## src/rtl/spi_trace_slave.sv

```systemverilog
// spi_trace_slave: oversampled SPI slave that streams trace-FIFO
// words in fixed-size frames and decodes trace-control commands.
module spi_trace_slave #(
  parameter int          WORD_BYTES  = 2,
  parameter int          FRAME_WORDS = 8,
  parameter int          FIFO_DEPTH  = 16,
  parameter bit          CPOL        = 1'b0,
  parameter bit          CPHA        = 1'b0,
  parameter int          SYNC_STAGES = 2,
  parameter logic [15:0] ACT_STRETCH = 16'hFFFF
) (
  input  logic                    clk,
  input  logic                    rst,
  input  logic                    sclk,
  input  logic                    sel,
  input  logic                    mosi,
  output logic                    miso,
  input  logic                    tr_valid,
  input  logic [8*WORD_BYTES-1:0] tr_data,
  output logic                    tr_ready,
  input  logic                    tr_sync,
  output logic [2:0]              width_enc,
  output logic                    frame_reset,
  output logic                    is_transmitting,
  output logic                    overflow
);

  localparam int WW = 8 * WORD_BYTES;
  localparam int AW = $clog2(FIFO_DEPTH);
  localparam int LW = AW + 1;

  typedef enum logic [1:0] {
    CMD,
    HDR,
    DATA
  } state_t;

  // ---------------- pin synchronisers ----------------
  logic [SYNC_STAGES-1:0] sclk_q;
  logic [SYNC_STAGES-1:0] sel_q;
  logic [SYNC_STAGES-1:0] mosi_q;
  logic                   sclk_d;
  logic                   sclk_s;
  logic                   sel_s;
  logic                   mosi_s;

  // Shift the raw SPI pins into the clk domain.
  always_ff @(posedge clk) begin
    if (!rst) begin
      sclk_q <= {SYNC_STAGES{CPOL}};
      sel_q  <= '1;
      mosi_q <= '0;
      sclk_d <= CPOL;
    end else begin
      sclk_q <= {sclk_q[SYNC_STAGES-2:0], sclk};
      sel_q  <= {sel_q[SYNC_STAGES-2:0], sel};
      mosi_q <= {mosi_q[SYNC_STAGES-2:0], mosi};
      sclk_d <= sclk_s;
    end
  end

  assign sclk_s = sclk_q[SYNC_STAGES-1];
  assign sel_s  = sel_q[SYNC_STAGES-1];
  assign mosi_s = mosi_q[SYNC_STAGES-1];

  // ---------------- edge decode ----------------
  logic rise;
  logic fall;
  logic lead;
  logic trail;
  logic samp;
  logic shft;

  assign rise  = sclk_s & ~sclk_d;
  assign fall  = ~sclk_s & sclk_d;
  assign lead  = CPOL ? fall : rise;
  assign trail = CPOL ? rise : fall;
  assign samp  = CPHA ? trail : lead;
  assign shft  = CPHA ? lead : trail;

  // ---------------- trace FIFO ----------------
  logic [WW-1:0] mem [FIFO_DEPTH];
  logic [AW-1:0] wr_ptr;
  logic [AW-1:0] rd_ptr;
  logic [LW-1:0] level;
  logic [WW-1:0] head;
  logic          full;
  logic          empty;
  logic          push;
  logic          pop;

  assign full     = (level == LW'(FIFO_DEPTH));
  assign empty    = (level == '0);
  assign tr_ready = ~full;
  assign push     = tr_valid & ~full;
  assign head     = mem[rd_ptr];

  // Storage array; no reset needed, level guards reads.
  always_ff @(posedge clk) begin
    if (push) begin
      mem[wr_ptr] <= tr_data;
    end
  end

  // Pointers and fill level; a push at full is already blocked.
  always_ff @(posedge clk) begin
    if (!rst) begin
      wr_ptr <= '0;
      rd_ptr <= '0;
      level  <= '0;
    end else begin
      if (push) begin
        wr_ptr <= wr_ptr + 1'b1;
      end
      if (pop) begin
        rd_ptr <= rd_ptr + 1'b1;
      end
      level <= level + LW'(push) - LW'(pop);
    end
  end

  // ---------------- protocol state ----------------
  state_t        state;
  logic [2:0]    bitcnt;
  logic [6:0]    rx_sh;
  logic [7:0]    tx_sh;
  logic          fresh;
  logic [1:0]    width;
  logic          frame_real;
  logic [3:0]    wordcnt;
  logic [1:0]    bytecnt;
  logic [WW-1:0] word_q;
  logic [15:0]   act_cnt;

  logic [7:0]    rx_byte;
  logic          byte_done;
  logic          is_width_cmd;
  logic          hdr_load;
  logic          hdr_real;
  logic          stat_rd;
  logic [31:0]   lvl32;
  logic [4:0]    lvl_sat;
  logic [7:0]    stat_byte;
  logic [WW-1:0] src_word;
  logic [7:0]    data_byte;

  function automatic logic [7:0] hdr_byte(
    input logic       r,
    input logic [1:0] w,
    input logic       s
  );
    return {r, 4'b0000, w, s};
  endfunction

  assign rx_byte      = {rx_sh, mosi_s};
  assign byte_done    = ~sel_s & samp & (bitcnt == 3'd7);
  assign is_width_cmd = (rx_byte[7:2] == 6'b100000);
  assign hdr_real     = (level >= LW'(FRAME_WORDS));
  assign hdr_load     = byte_done &
                        ((state == HDR) |
                         ((state == CMD) & is_width_cmd));
  assign stat_rd      = byte_done & (state == CMD) &
                        (rx_byte == 8'hC0);
  assign pop          = byte_done & (state == DATA) &
                        (bytecnt == 2'd0) & frame_real;

  assign lvl32     = 32'(level);
  assign lvl_sat   = (lvl32 > 32'd31) ? 5'd31 : lvl32[4:0];
  assign stat_byte = {full, empty, overflow, lvl_sat};

  // Byte 0 of a word comes straight off the FIFO head.
  assign src_word  = (bytecnt == 2'd0) ? head : word_q;
  assign data_byte = 8'(src_word >> {bytecnt, 3'b000});

  // Bit engine, command decode and frame sequencing.
  always_ff @(posedge clk) begin
    if (!rst) begin
      state       <= CMD;
      bitcnt      <= '0;
      rx_sh       <= '0;
      tx_sh       <= '0;
      fresh       <= 1'b1;
      width       <= 2'd3;
      frame_real  <= 1'b0;
      wordcnt     <= '0;
      bytecnt     <= '0;
      word_q      <= '0;
      frame_reset <= 1'b0;
    end else begin
      frame_reset <= 1'b0;
      if (sel_s) begin
        state   <= CMD;
        bitcnt  <= '0;
        tx_sh   <= '0;
        fresh   <= 1'b1;
        wordcnt <= '0;
        bytecnt <= '0;
      end else if (samp) begin
        rx_sh  <= rx_byte[6:0];
        bitcnt <= bitcnt + 3'd1;
        if (byte_done) begin
          fresh <= 1'b1;
          unique case (state)
            CMD: begin
              tx_sh <= 8'h00;
              if (rx_byte == 8'hA5) begin
                frame_reset <= 1'b1;
              end else if (is_width_cmd) begin
                width      <= rx_byte[1:0];
                frame_real <= hdr_real;
                tx_sh      <= hdr_byte(hdr_real, rx_byte[1:0],
                                       tr_sync);
                state      <= DATA;
                wordcnt    <= 4'(FRAME_WORDS);
                bytecnt    <= '0;
              end else if (rx_byte == 8'hC0) begin
                tx_sh <= stat_byte;
              end
            end
            HDR: begin
              frame_real <= hdr_real;
              tx_sh      <= hdr_byte(hdr_real, width, tr_sync);
              state      <= DATA;
              wordcnt    <= 4'(FRAME_WORDS);
              bytecnt    <= '0;
            end
            DATA: begin
              tx_sh <= frame_real ? data_byte : 8'h00;
              if (pop) begin
                word_q <= head;
              end
              if (bytecnt == 2'(WORD_BYTES - 1)) begin
                bytecnt <= '0;
                wordcnt <= wordcnt - 4'd1;
                if (wordcnt == 4'd1) begin
                  state <= HDR;
                end
              end else begin
                bytecnt <= bytecnt + 2'd1;
              end
            end
            default: state <= CMD;
          endcase
        end
      end else if (shft) begin
        if (fresh) begin
          fresh <= 1'b0;
        end else begin
          tx_sh <= {tx_sh[6:0], 1'b0};
        end
      end
    end
  end

  // Sticky overflow; a status read clears it unless a drop
  // happens in the very same cycle.
  always_ff @(posedge clk) begin
    if (!rst) begin
      overflow <= 1'b0;
    end else if (tr_valid & full) begin
      overflow <= 1'b1;
    end else if (stat_rd) begin
      overflow <= 1'b0;
    end
  end

  // Activity stretch, restarted by every real frame header.
  always_ff @(posedge clk) begin
    if (!rst) begin
      act_cnt <= '0;
    end else if (hdr_load & hdr_real) begin
      act_cnt <= ACT_STRETCH;
    end else if (act_cnt != 16'd0) begin
      act_cnt <= act_cnt - 16'd1;
    end
  end

  assign miso            = tx_sh[7];
  assign width_enc       = {1'b0, width} + 3'd1;
  assign is_transmitting = (act_cnt != 16'd0);

endmodule

```

## config.mk

```make
export PLATFORM = sky130hd
export DESIGN_NAME = spi_trace_slave
export DESIGN_NICKNAME = d
export VERILOG_FILES = /design/src/rtl/spi_trace_slave.sv
export SDC_FILE = /design/constraint.sdc
export NUM_CORES = 1
export LEC_CHECK = 0
export BUFFER_PORTS_ARGS = -buffer_cell sky130_fd_sc_hd__buf_4
export CORE_UTILIZATION = 60
export DETAILED_ROUTE_END_ITERATION = 8
export HOLD_SLACK_MARGIN = 0.05
export PLACE_DENSITY = 0.76
export SLEW_MARGIN = 20
export SYNTH_ARGS = -nofsm -noshare
export SYNTH_HDL_FRONTEND = slang
export SYNTH_SLANG_ARGS = --single-unit
```

## constraint.sdc

```tcl
create_clock -name clk -period 3.8 [get_ports clk]
set_input_delay 0.19 -clock clk [delete_from_list [all_inputs] [get_ports clk]]
set_output_delay 0.19 -clock clk [all_outputs]
set_load 0.05 [all_outputs]
```

==> results of run 1 <==
==> worst max path at each step <==
stage	start	end	slack (ns)	cells past startpoint
2_1_floorplan	state[0]	level[4]	0.82	16
5_1_grt	sclk_d	level[4]	0.57	14
4_1_cts	sclk_d	level[4]	0.83	14
3_5_place_dp	sclk_d	level[4]	0.86	14
6_report	sclk_d	level[4]	0.81	14
3_3_place_gp	sclk_d	level[4]	0.92	14
==> cell usage in the layout, fill, tap and decap left out, types with 4 or more instances in the layout <==
cell	n
o21ai_0	28
nor2_2	12
bufinv_16	4
nor2_1	34
mux2i_1	18
or3_1	9
nor3_2	4
clkbuf_1	5
a31oi_1	11
a21oi_1	46
and2_1	11
nor3_1	12
nand2_1	72
mux4_2	67
nand2b_1	13
ha_1	27
dlygate4sd3_1	22
inv_1	31
buf_4	62
clkinv_2	9
o31ai_1	6
edfxtp_1	256
xnor2_1	8
dfxtp_1	85
nand3_1	10
clkbuf_16	38
clkinv_1	6
o221ai_1	6
nor2b_1	10
o211ai_1	9
xor2_1	12
nand4_1	6
nor4_1	10
mux2_2	15
==> worst register-to-register path: cells and delay by family, from the launching register on <==
kind / cells / cell delay [ns]
compound gates: 2 / 0.12
simple gates: 4 / 0.90
buf+inv: 4 / 0.22
flops: 1 / 0.30
fa+ha+maj: 4 / 1.30
==> state kept, by name, indices dropped and copies added, names as in the netlist, 5 cells and up, named ones only <==
register,count
level,5
act_cnt,16
tx_sh,8
rx_sh,7
mem,256
word_q,16
==> final cells by class <==
cell class | instances | area share
clock buffer | 43 | 0.05908
clock inverter | 23 | 0.01471
inverter | 31 | 0.007090
multi-input combinational | 518 | 0.2757
sequential | 344 | 0.5761
tap | 319 | 0.02432
timing repair buffer | 85 | 0.04300
==> stage by stage <==
step                  util  cells  instance area [um^2]  power, uW
finish              0.7013   1363                 16410       8811
global route        0.7013   1363                 16410       9127
CTS                 0.7013   1363                 16410       8862
detailed placement  0.6401   1275                 14980       5282
global placement    0.6401   1275                 14980       5256
floorplan                -    943                 14260       5026
==> power by group <==
| group | switching (uW) | internal, uW |
|---|---|---|
| Combinational | 558 | 399 |
| Clock | 1460 | 2120 |
| Sequential | 96.2 | 4190 |
| Total | 2110 | 6700 |
==> layer usage <==
layer / global-route usage / wire length (um)
met5: 0 / 0
met4: 0.1097 / 977
met3: 0.04583 / 2347
met2: 0.4496 / 15610
met1: 0.3504 / 12410
==> kinds of logic (layout without fill, tap and decap cells) <==
logic type,Yosys count,count (layout),synth area share
DFF,344,344,0.6628
and+or+nand+nor,230,230,0.08224
AOI/OAI and AO/OA,140,140,0.06372
muxes,100,100,0.1303
buffers and inverters,81,182,0.02352
adders and majority gates,28,28,0.02510
xor gates and xnor gates,20,20,0.01229
==> what timing repair did <==
item | 4_1_cts | 5_1_grt
hold endpoints to repair | 263 | 0
hold buffers | 22 | 0
setup endpoints to repair | 0 | 0
==> metrics.md, run 1 <==
| Metric | Value |
|---|---|
| Status | complete, no violations |
| 1st-pass router iterations | 5 |
| Vias in the first global route | about 8500 |
| Final min period | between 2 and 3 ns |
| Top post-synthesis cells by area | edfxtp_1, dfxtp_1, mux4_2 |
| CTS root buffer | clkbuf_16 |
| Worst-skew pair later-pin latency | 0.53 ns |
| Register area | between 9000 and 10000 um^2 |
| Initial antenna violation count | 0 |
| Netlist cell types | between 60 and 70 |
| WHS Endpoint | tx_sh[0] |
| Area leader, netlist | edfxtp_1 |
| Worst r2r dst | level[4] |
| Reg2reg setup slack | 0.81 ns |
| Via count | 8451 |
| First-pass GRT wire length | 48.01 mm |
| Via density | roughly 6.2 |
| Initial Utilization | 0.6092 |
| Worst slew margin | 0.4348 |
| Bufs and invs on worst path | 4 |
| Post-Route Skew | 0.02057 ns |
| Num rows | 56 |
| Gpl congestion | 0.8657 |
| Kind of critical path | flop to flop |
| Hold path startpoint | tr_sync |
| Layout cell share with drive strength beyond 1 | 0.2184 |
| # fillers | ~1500 |
| Worst hold path depth | 4 |
| CP max stage cell | ha_1 |
| Commonest cells post-synth | edfxtp_1, dfxtp_1, nand2_1, mux4_2 |
| Synthesized flop and latch total | between 300 and 400 |
| Layout area overhead | 15.12% |
| Critical Path RT | 4.17 ns |
| Crit path DAT | between 3 and 4 ns |
| Worst hold path class | input port to flop |
| Power Density | roughly 540 nW/um^2 |
| Final hold vios | 0 |
| CP cell instances | inv_1 > ha_1 > nand3b_1 > nor2b_2 > ha_1 > inv_1 > ha_1 > inv_1 > fa_1 > inv_1 > a21oi_1 > nor2_1 > or3_1 > a21oi_1 |
| Count leader, synth | edfxtp_1 |
| Synth async-reset ratio | 0 |
| Post-DR wirelength/cell | between 20 and 25 um |
| Worst-Margin Slew | between 0.8 and 0.9 ns |
| CP peak stage delay | 0.51 ns |
| Total grt overflow | 0 |
| Worst setup margin | roughly 0.81 ns |
| Fin. max-slew vios | 0 |
| Final net count | roughly 1100 |
| Max frequency | approximately 330 MHz |
| Num CTS Buffers | 37 |
| Resized Gates After CTS | 0 |
| Post-Syn Nets | approximately 1000 |
| Most frequent CP cell | inv_1 |
| PortBufs | 30 |
| Worst r2r src | sclk_d |
| DRT iter0 DRCs | around 710 |
| Peak VDD IR | between 400 and 500 uV |
| R2r worst-path depth | 14 |
| Largest net degree at the start of global routing | 30 |
| LEAKAGE | around 0.0054 uW |
| Ant diodes | 0 |
| CTS tree | done |
| All-layer global routing usage | 0.2685 |
| Syn avg cell area | between 15 and 20 um^2 |
| Setup crit start kind | flop |
| Remaining DRCs | 0 |
| Syn. warnings | 0 |
| Mapped Cells | ~940 |
| Final ANT Viol Nets | 0 |
| Ports | 31 |
| Core footprint | ~23000 um^2 |
| CP endpoint kind | flop |
| Die X | between 150 and 200 um |
| Clk buf depth | 3 |
| Area taken by multi-input logic gates | about 4500 um^2 |
| Sequential area share after synthesis | 0.6628 |
| RSZ-0062 raised after global routing | false |
| CP top delay family | adder cells |
| Max-cap violations | 0 |
| Final setup viols | 0 |
| CTS sink count | 344 |
| CTS HTree Levels | 2 |
| Synthesized area | 14260 um^2 |
| Final Cycle Share | 0.7870 |
| Min Hold Slack | about 0.12 ns |
| Final setup TNS | 0 ns |
| DIE HEIGHT | roughly 160 um |
| EDFF count, synth | 256 |
| Post-DP HPWL | between 15 and 20 mm |
| Setup Fix Bufs, Post-CTS | 0 |
| Worst-path clk slew | 0.06 ns |
| Place WS | about 0.86 ns |
| Die footprint | about 24000 um^2 |
| Max FO, Critical Path | 15 |
| Dominant synthesized flop cell | edfxtp_1 |
| Post-Route WL | between 30 and 40 mm |
| Top cell type's share of synthesized area | 0.5392 |
Power figures use the tool's default switching activity.
==> run 2: changes to the inputs <==
--- a/config.mk
+++ b/config.mk
@@ -6,10 +6,10 @@
 export NUM_CORES = 1
 export LEC_CHECK = 0
 export BUFFER_PORTS_ARGS = -buffer_cell sky130_fd_sc_hd__buf_4
-export CORE_UTILIZATION = 60
+export CORE_UTILIZATION = 56
 export DETAILED_ROUTE_END_ITERATION = 8
 export HOLD_SLACK_MARGIN = 0.05
-export PLACE_DENSITY = 0.76
+export PLACE_DENSITY = 0.74
 export SLEW_MARGIN = 20
 export SYNTH_ARGS = -nofsm -noshare
 export SYNTH_HDL_FRONTEND = slang
==> constraint.sdc (replaced) <==
create_clock -name clk -period 2.7 [get_ports clk]
set_input_delay 0.135 -clock clk [delete_from_list [all_inputs] [get_ports clk]]
set_output_delay 0.135 -clock clk [all_outputs]
set_load 0.05 [all_outputs]
==> metrics.md, run 2 (synthesis gave the netlist of run 1 again) <==
| Metric | Value |
|---|---|
| Worst-Margin Slew | 0.7986 ns (-0.03827 ns) |
| DIE HEIGHT | 161.6 um (+3.5%) |
| Worst r2r src | level[2] |
| Layout area overhead | 17.19% |
| Worst r2r dst | level[4] |
| Sequential share of power | 0.484 (-0.002) |
| Max reg flops | 256 (unchanged) |
| Area taken by multi-input logic gates | 4582 um^2 (+1.3%) |
| Final min period | 2.534 ns (-0.4562 ns) |
| CTS tree | done |
| Worst slew margin | 0.4635 (+0.02871) |
| First-pass GRT wire length | 47.89 mm (-0.26%) |
| Hold path startpoint | rst |
| Worst hold path class | input port to flop |
| Largest Register | mem |
| Final setup viols | 0 (unchanged) |
| CP endpoint kind | flop |
| Power Density | 743.5 nW/um^2 (+38%) |
| Clk buf depth | 3 (unchanged) |
| Via density | 6.016 (-3.0%) |
| Max FO, Critical Path | 3 (-12) |
| Min Hold Slack | 0.07111 ns (-0.04709 ns) |
| Final hold vios | 0 (unchanged) |
| Total grt overflow | 0 (unchanged) |
| DRT iter0 DRCs | 794 (+12%) |
| Post-DP HPWL | 19.23 mm (+4.4%) |
| Post-Route WL | 30.71 mm (-2.0%) |
| Worst-path clk slew | 0.06 ns (about the same) |
| Reg2reg setup slack | 0.17 ns (-0.64 ns) |
| Remaining DRCs | 0 (unchanged) |
| Final net count | 1093 (+2.3%) |
| Critical Path Source | level[2] |
| Initial antenna violation count | 0 (unchanged) |
| Top flop regs | mem x256, act_cnt x16, word_q x16 |
| # fillers | 1758 (+15%) |
| Commonest non-fill, non-tap cell in the layout | edfxtp_1 |
| WHS Endpoint | width[1] |
| Critical Path RT | 3.16 ns (-1.01 ns) |
| Num rows | 58 (+3.6%) |
| Kind of critical path | flop to flop |
| Ports | 31 (unchanged) |
| Via count | 8416 (-0.41%) |
| Post-DR wirelength/cell | 21.95 um (-4.6%) |
| All-layer global routing usage | 0.2431 (-0.02548) |
| Ant diodes | 0 (unchanged) |
| CTS HTree Levels | 2 (unchanged) |
| Largest net degree at the start of global routing | 29 (-3.3%) |
| Gpl congestion | 0.8603 (-0.62%) |
| Setup crit start kind | flop |
| Sw frac | 0.2403 (+0.0006906) |
| Vias in the first global route | 8442 (-0.71%) |
| Final Cycle Share | 0.9386 (+0.1517) |
| Post-Route Skew | 0.01819 ns (-0.002383 ns) |
| CTS sink count | 344 (unchanged) |
| R2r worst-path depth | 15 (+1) |
| Internal power | 9436 uW (+41%) |
| Most frequent cells in the layout | edfxtp_1, buf_4, dfxtp_1 |
| Num CTS Buffers | 36 (-2.7%) |
| Die footprint | 26100 um^2 (+7.0%) |
| Core footprint | 25110 um^2 (+7.3%) |
| LEAKAGE | 0.005543 uW (+2.4%) |
| Clock power frac | 0.399 (-0.006) |
| Worst hold path depth | 3 (-1) |
| Placed cells | 1313 (+3.0%) |
| Max frequency | 394.6 MHz (+18%) |
| Sw power | 2985 uW (+41%) |
| Register area | 9458 um^2 (about the same) |
| Peak VDD IR | 670.7 uV (+52%) |
| Final ANT Viol Nets | 0 (unchanged) |
| CTS root buffer | clkbuf_16 |
| Initial Utilization | 0.5678 (-0.04140) |
| Fin. max-slew vios | 0 (unchanged) |
| Final std cells w/o fill | 1399 (+2.6%) |
| Max-cap violations | 0 (unchanged) |
| Comb power frac | 0.117 (+0.008) |
| Die X | 161.6 um (+3.5%) |
| Pwr Total | 12420 uW (+41%) |
| 1st-pass router iterations | 5 (unchanged) |
| Crit path DAT | 3.00 ns (-0.36 ns) |
| Worst-skew pair later-pin latency | 0.53 ns (about the same) |
| Status | complete, no violations |
| Layout cell share with drive strength beyond 1 | 0.2526 (+0.03418) |
| PortBufs | 30 (unchanged) |
## run 2: changes by cell type in the layout (fill, tap and decap cells not counted), moves of 3 or more
cell | before | now
ha_2 | 0 | 3
ha_1 | 27 | 24
clkinvlp_4 | 0 | 5
buf_12 | 1 | 4
clkinv_2 | 9 | 6
buf_4 | 62 | 87
## run 2: layout make-up
class / instances / area share
Inverter: 31 / 0.006965
Timing Repair Buffer: 111 / 0.05587
Clock inverter: 23 / 0.01370
Multi-Input combinational cell: 518 / 0.2742
Tap cell: 330 / 0.02471
Clock buffer: 42 / 0.05841
Sequential cell: 344 / 0.5661
## run 2: timing repair
action / 4_1_cts / 5_1_grt
hold buffers: 20 / 0
resized for setup: 1 / 15
setup buffers: 0 / 1
endpoints found under the hold margin: 260 / 0
pin swaps: 0 / 3
setup endpoints to repair: 1 / 1
## run 2: metrics by stage
| step | utilization | setup slack, ns | instance area (um^2) | TNS [ns] |
|---|---|---|---|---|
| global route | 0.6654 | -0.03626 | 16710 | -0.03626 |
| detailed placement | 0.6067 | 0.001171 | 15230 | 0 |
| CTS | 0.6629 | 0.03615 | 16650 | 0 |
| floorplan | - | -0.07670 | 14280 | -0.07670 |
| finish | 0.6654 | 0.1657 | 16710 | 0 |
| global placement | 0.6067 | 0.07663 | 15230 | 0 |
## run 2: critical path, cell delays in order, from the launching register on
cell	delay, ns
dfxtp_2	0.32
inv_1	0.06
ha_2	0.19
nor4bb_4	0.16
nor2b_1	0.17
inv_1	0.06
ha_1	0.27
inv_1	0.04
ha_2	0.17
inv_2	0.06
fa_2	0.22
inv_1	0.06
a21oi_2	0.12
nor2_1	0.06
or3_4	0.39
a21oi_2	0.13
## run 2: worst max-delay path by stage
stage                to  slack (ns)  cells after the start
3_5_place_dp   level[4]       0.001                     14
5_1_grt        level[4]       -0.04                     15
2_1_floorplan  level[4]       -0.08                     16
3_3_place_gp   level[4]        0.08                     14
4_1_cts        level[4]        0.04                     14
6_report       level[4]        0.17                     15
## run 2: per-layer routing
layer  vias up  GRT usage  part of all wire
met5         -          0                 0
met4         0    0.08105             0.026
met3        59    0.03903             0.063
met2       316     0.3991              0.48
met1      4194     0.3334              0.43
li1       3847          -                 -
## run 2: power by group through the flow
stage	Sequential [uW]	Clock (uW)	Combinational, uW
2_1_floorplan	6100	0	971
3_3_place_gp	6110	0	1330
3_5_place_dp	6120	0	1360
4_1_cts	6010	5030	1400
5_1_grt	6030	5260	1580
6_report	6010	4960	1450
==> run 3: changes to the inputs <==
--- a/config.mk
+++ b/config.mk
@@ -6,6 +6,7 @@
 export NUM_CORES = 1
 export LEC_CHECK = 0
 export BUFFER_PORTS_ARGS = -buffer_cell sky130_fd_sc_hd__buf_4
+export CORE_ASPECT_RATIO = 0.8
 export CORE_UTILIZATION = 56
 export DETAILED_ROUTE_END_ITERATION = 8
 export HOLD_SLACK_MARGIN = 0.05
==> metrics.md, run 3 (synthesis gave the netlist of run 1 again) <==
| Metric | Value |
|---|---|
| Crit path DAT | 2.40 ns (-0.60 ns) |
| Fin. max-slew vios | 0 (unchanged) |
| Status | complete, no violations |
| Comb power frac | 0.124 (+0.007) |
| Final net count | 1078 (-1.4%) |
| 1st-pass router iterations | 5 (unchanged) |
| LEAKAGE | 0.005383 uW (-2.9%) |
| Ant diodes | 0 (unchanged) |
| Worst hold path class | flop to flop |
| Sw frac | 0.2381 (-0.002227) |
| Post-Route Skew | 0.009466 ns (-0.008725 ns) |
| Final hold vios | 0 (unchanged) |
| Final setup TNS | 0 ns (unchanged) |
| All-layer global routing usage | 0.2362 (-0.006844) |
| Critical Path RT | 2.57 ns (-0.59 ns) |
| Pwr Total | 11550 uW (-7.0%) |
| Max FO, Critical Path | 9 (+6) |
| Die footprint | 26100 um^2 (about the same) |
| Sequential share of power | 0.520 (+0.036) |
| Via count | 8372 (-0.52%) |
| Core footprint | 24630 um^2 (-1.9%) |
| Register area | 9455 um^2 (about the same) |
| CTS tree | done |
| Internal power | 8798 uW (-6.8%) |
| Worst-skew pair later-pin latency | 0.56 ns (+0.03 ns) |
| Initial antenna violation count | 0 (unchanged) |
| Largest Register | mem |
| CP endpoint kind | output pin |
| R2r worst-path depth | 14 (-1) |
| DIE HEIGHT | 144.7 um (-10%) |
| Max frequency | 395.1 MHz (+0.12%) |
| CP Depth | 5 (-10) |
| CP peak stage delay | 0.51 ns (+0.12 ns) |
| Most frequent cells in the layout | edfxtp_1, dfxtp_1, nand2_1 |
| Final ANT Viol Nets | 0 (unchanged) |
| Final min period | 2.531 ns (-0.003121 ns) |
| DRT iter0 DRCs | 711 (-10%) |
| Peak VDD IR | 443.9 uV (-34%) |
| CP cell instances | or3_1 > or3_4 > nor2_1 > inv_1 > buf_4 |
| Final setup viols | 0 (unchanged) |
| Num CTS Buffers | 31 (-14%) |
| # fillers | 1726 (-1.8%) |
| Final Cycle Share | 0.9375 (-0.001156) |
| Largest net degree at the start of global routing | 40 (+38%) |
| Die X | 180.4 um (+12%) |
| Commonest non-fill, non-tap cell in the layout | edfxtp_1 |
| Total grt overflow | 0 (unchanged) |
| Worst-Margin Slew | 0.7411 ns (-0.05748 ns) |
| CP top delay family | simple AND/OR/NAND/NOR gates |
| Worst slew margin | 0.5021 (+0.03861) |
| Clock power frac | 0.356 (-0.043) |
| Worst-path clk slew | 0.06 ns (about the same) |
| Gpl congestion | 0.8563 (-0.46%) |
| Area taken by multi-input logic gates | 4566 um^2 (-0.35%) |
| Num rows | 51 (-12%) |
| Sw power | 2749 uW (-7.9%) |
| Power Density | 702.3 nW/um^2 (-5.5%) |
| Post-DR wirelength/cell | 21.95 um (about the same) |
| Post-Route WL | 30.06 mm (-2.1%) |
| Clk buf depth | 3 (unchanged) |
| Bufs and invs on worst path | 2 (-3) |
| CP max stage cell | or3_1 |
| Max reg flops | 256 (unchanged) |
| Vias in the first global route | 8150 (-3.5%) |
| Setup crit start kind | flop |
| Top flop regs | mem x256, act_cnt x16, word_q x16 |
| Initial Utilization | 0.5788 (+0.01102) |
| Via density | 6.115 (+1.7%) |
| CTS HTree Levels | 1 (-1) |
| Kind of critical path | flop to output pin |
| Remaining DRCs | 0 (unchanged) |
| Worst hold path depth | 1 (-2) |
| Final Util | 0.6675 (+0.002142) |
| Ports | 31 (unchanged) |
| Max-cap violations | 0 (unchanged) |
| CTS root buffer | clkbuf_16 |
| PortBufs | 30 (unchanged) |
| Post-DP HPWL | 19.18 mm (-0.26%) |
| CTS sink count | 344 (unchanged) |
| Layout area overhead | 15.33% |
| Layout cell share with drive strength beyond 1 | 0.2198 (-0.03278) |
| Worst setup margin | 0.1688 ns (+0.003121 ns) |
| Place WS | 0.02396 ns (+0.02279 ns) |
| First-pass GRT wire length | 46.33 mm (-3.3%) |
==> run 3: worst paths after layout <==
path / start / end / slack, ns
setup / recovery: act_cnt[3] / is_transmitting / 0.17
hold / removal: sel_q[0] / sel_q[1] / 0.41
setup reg to reg: state[0] / level[4] / 0.17
hold reg to reg: sel_q[0] / sel_q[1] / 0.41
==> run 3: layout make-up <==
class | instances | share of cell area
tap | 318 | 0.02420
sequential | 344 | 0.5751
inverter | 31 | 0.007077
multi-input combinational | 518 | 0.2777
timing repair buffer | 101 | 0.05829
clock inverter | 19 | 0.008903
clock buffer | 38 | 0.04878
==> run 3: power groups by stage <==
stage / clock, uW / sequential [uW] / combinational, uW
6_report: 4110 / 6010 / 1430
5_1_grt: 4390 / 6020 / 1580
4_1_cts: 4190 / 6000 / 1410
3_5_place_dp: 0 / 6120 / 1370
3_3_place_gp: 0 / 6110 / 1330
2_1_floorplan: 0 / 6100 / 971
==> run 3: through the flow <==
| step | instances | cell area [um^2] | hold WS [ns] |
|---|---|---|---|
| floorplan | 943 | 14280 | 0.2339 |
| global placement | 1286 | 15190 | 0.3267 |
| detailed placement | 1286 | 15190 | 0.3320 |
| CTS | 1368 | 16390 | 0.3916 |
| global route | 1369 | 16440 | 0.4125 |
| finish | 1369 | 16440 | 0.4075 |
==> run 3: repair_timing <==
action	4_1_cts	5_1_grt
hold endpoints to repair	283	0
hold buffers	25	0
setup buffers	0	1
gates resized for setup	0	7
setup endpoints to repair	0	1
==> run 3: worst register-to-register path, delay by kind of cell (launching register included) <==
kind / cells / cell delay (ns)
adder cells (fa/ha/maj): 4 / 0.99
AND/OR/NAND/NOR: 4 / 0.67
flip-flops: 1 / 0.33
buffers and inverters: 4 / 0.31
AO/OA/AOI/OAI: 2 / 0.11
==> run 3: layer usage <==
| metal | up-vias | GRT usage | share of wire |
|---|---|---|---|
| met5 | - | 0 | 0 |
| met4 | 0 | 0.06568 | 0.021 |
| met3 | 46 | 0.03328 | 0.065 |
| met2 | 290 | 0.3713 | 0.47 |
| met1 | 4224 | 0.3500 | 0.45 |
| li1 | 3812 | - | - |
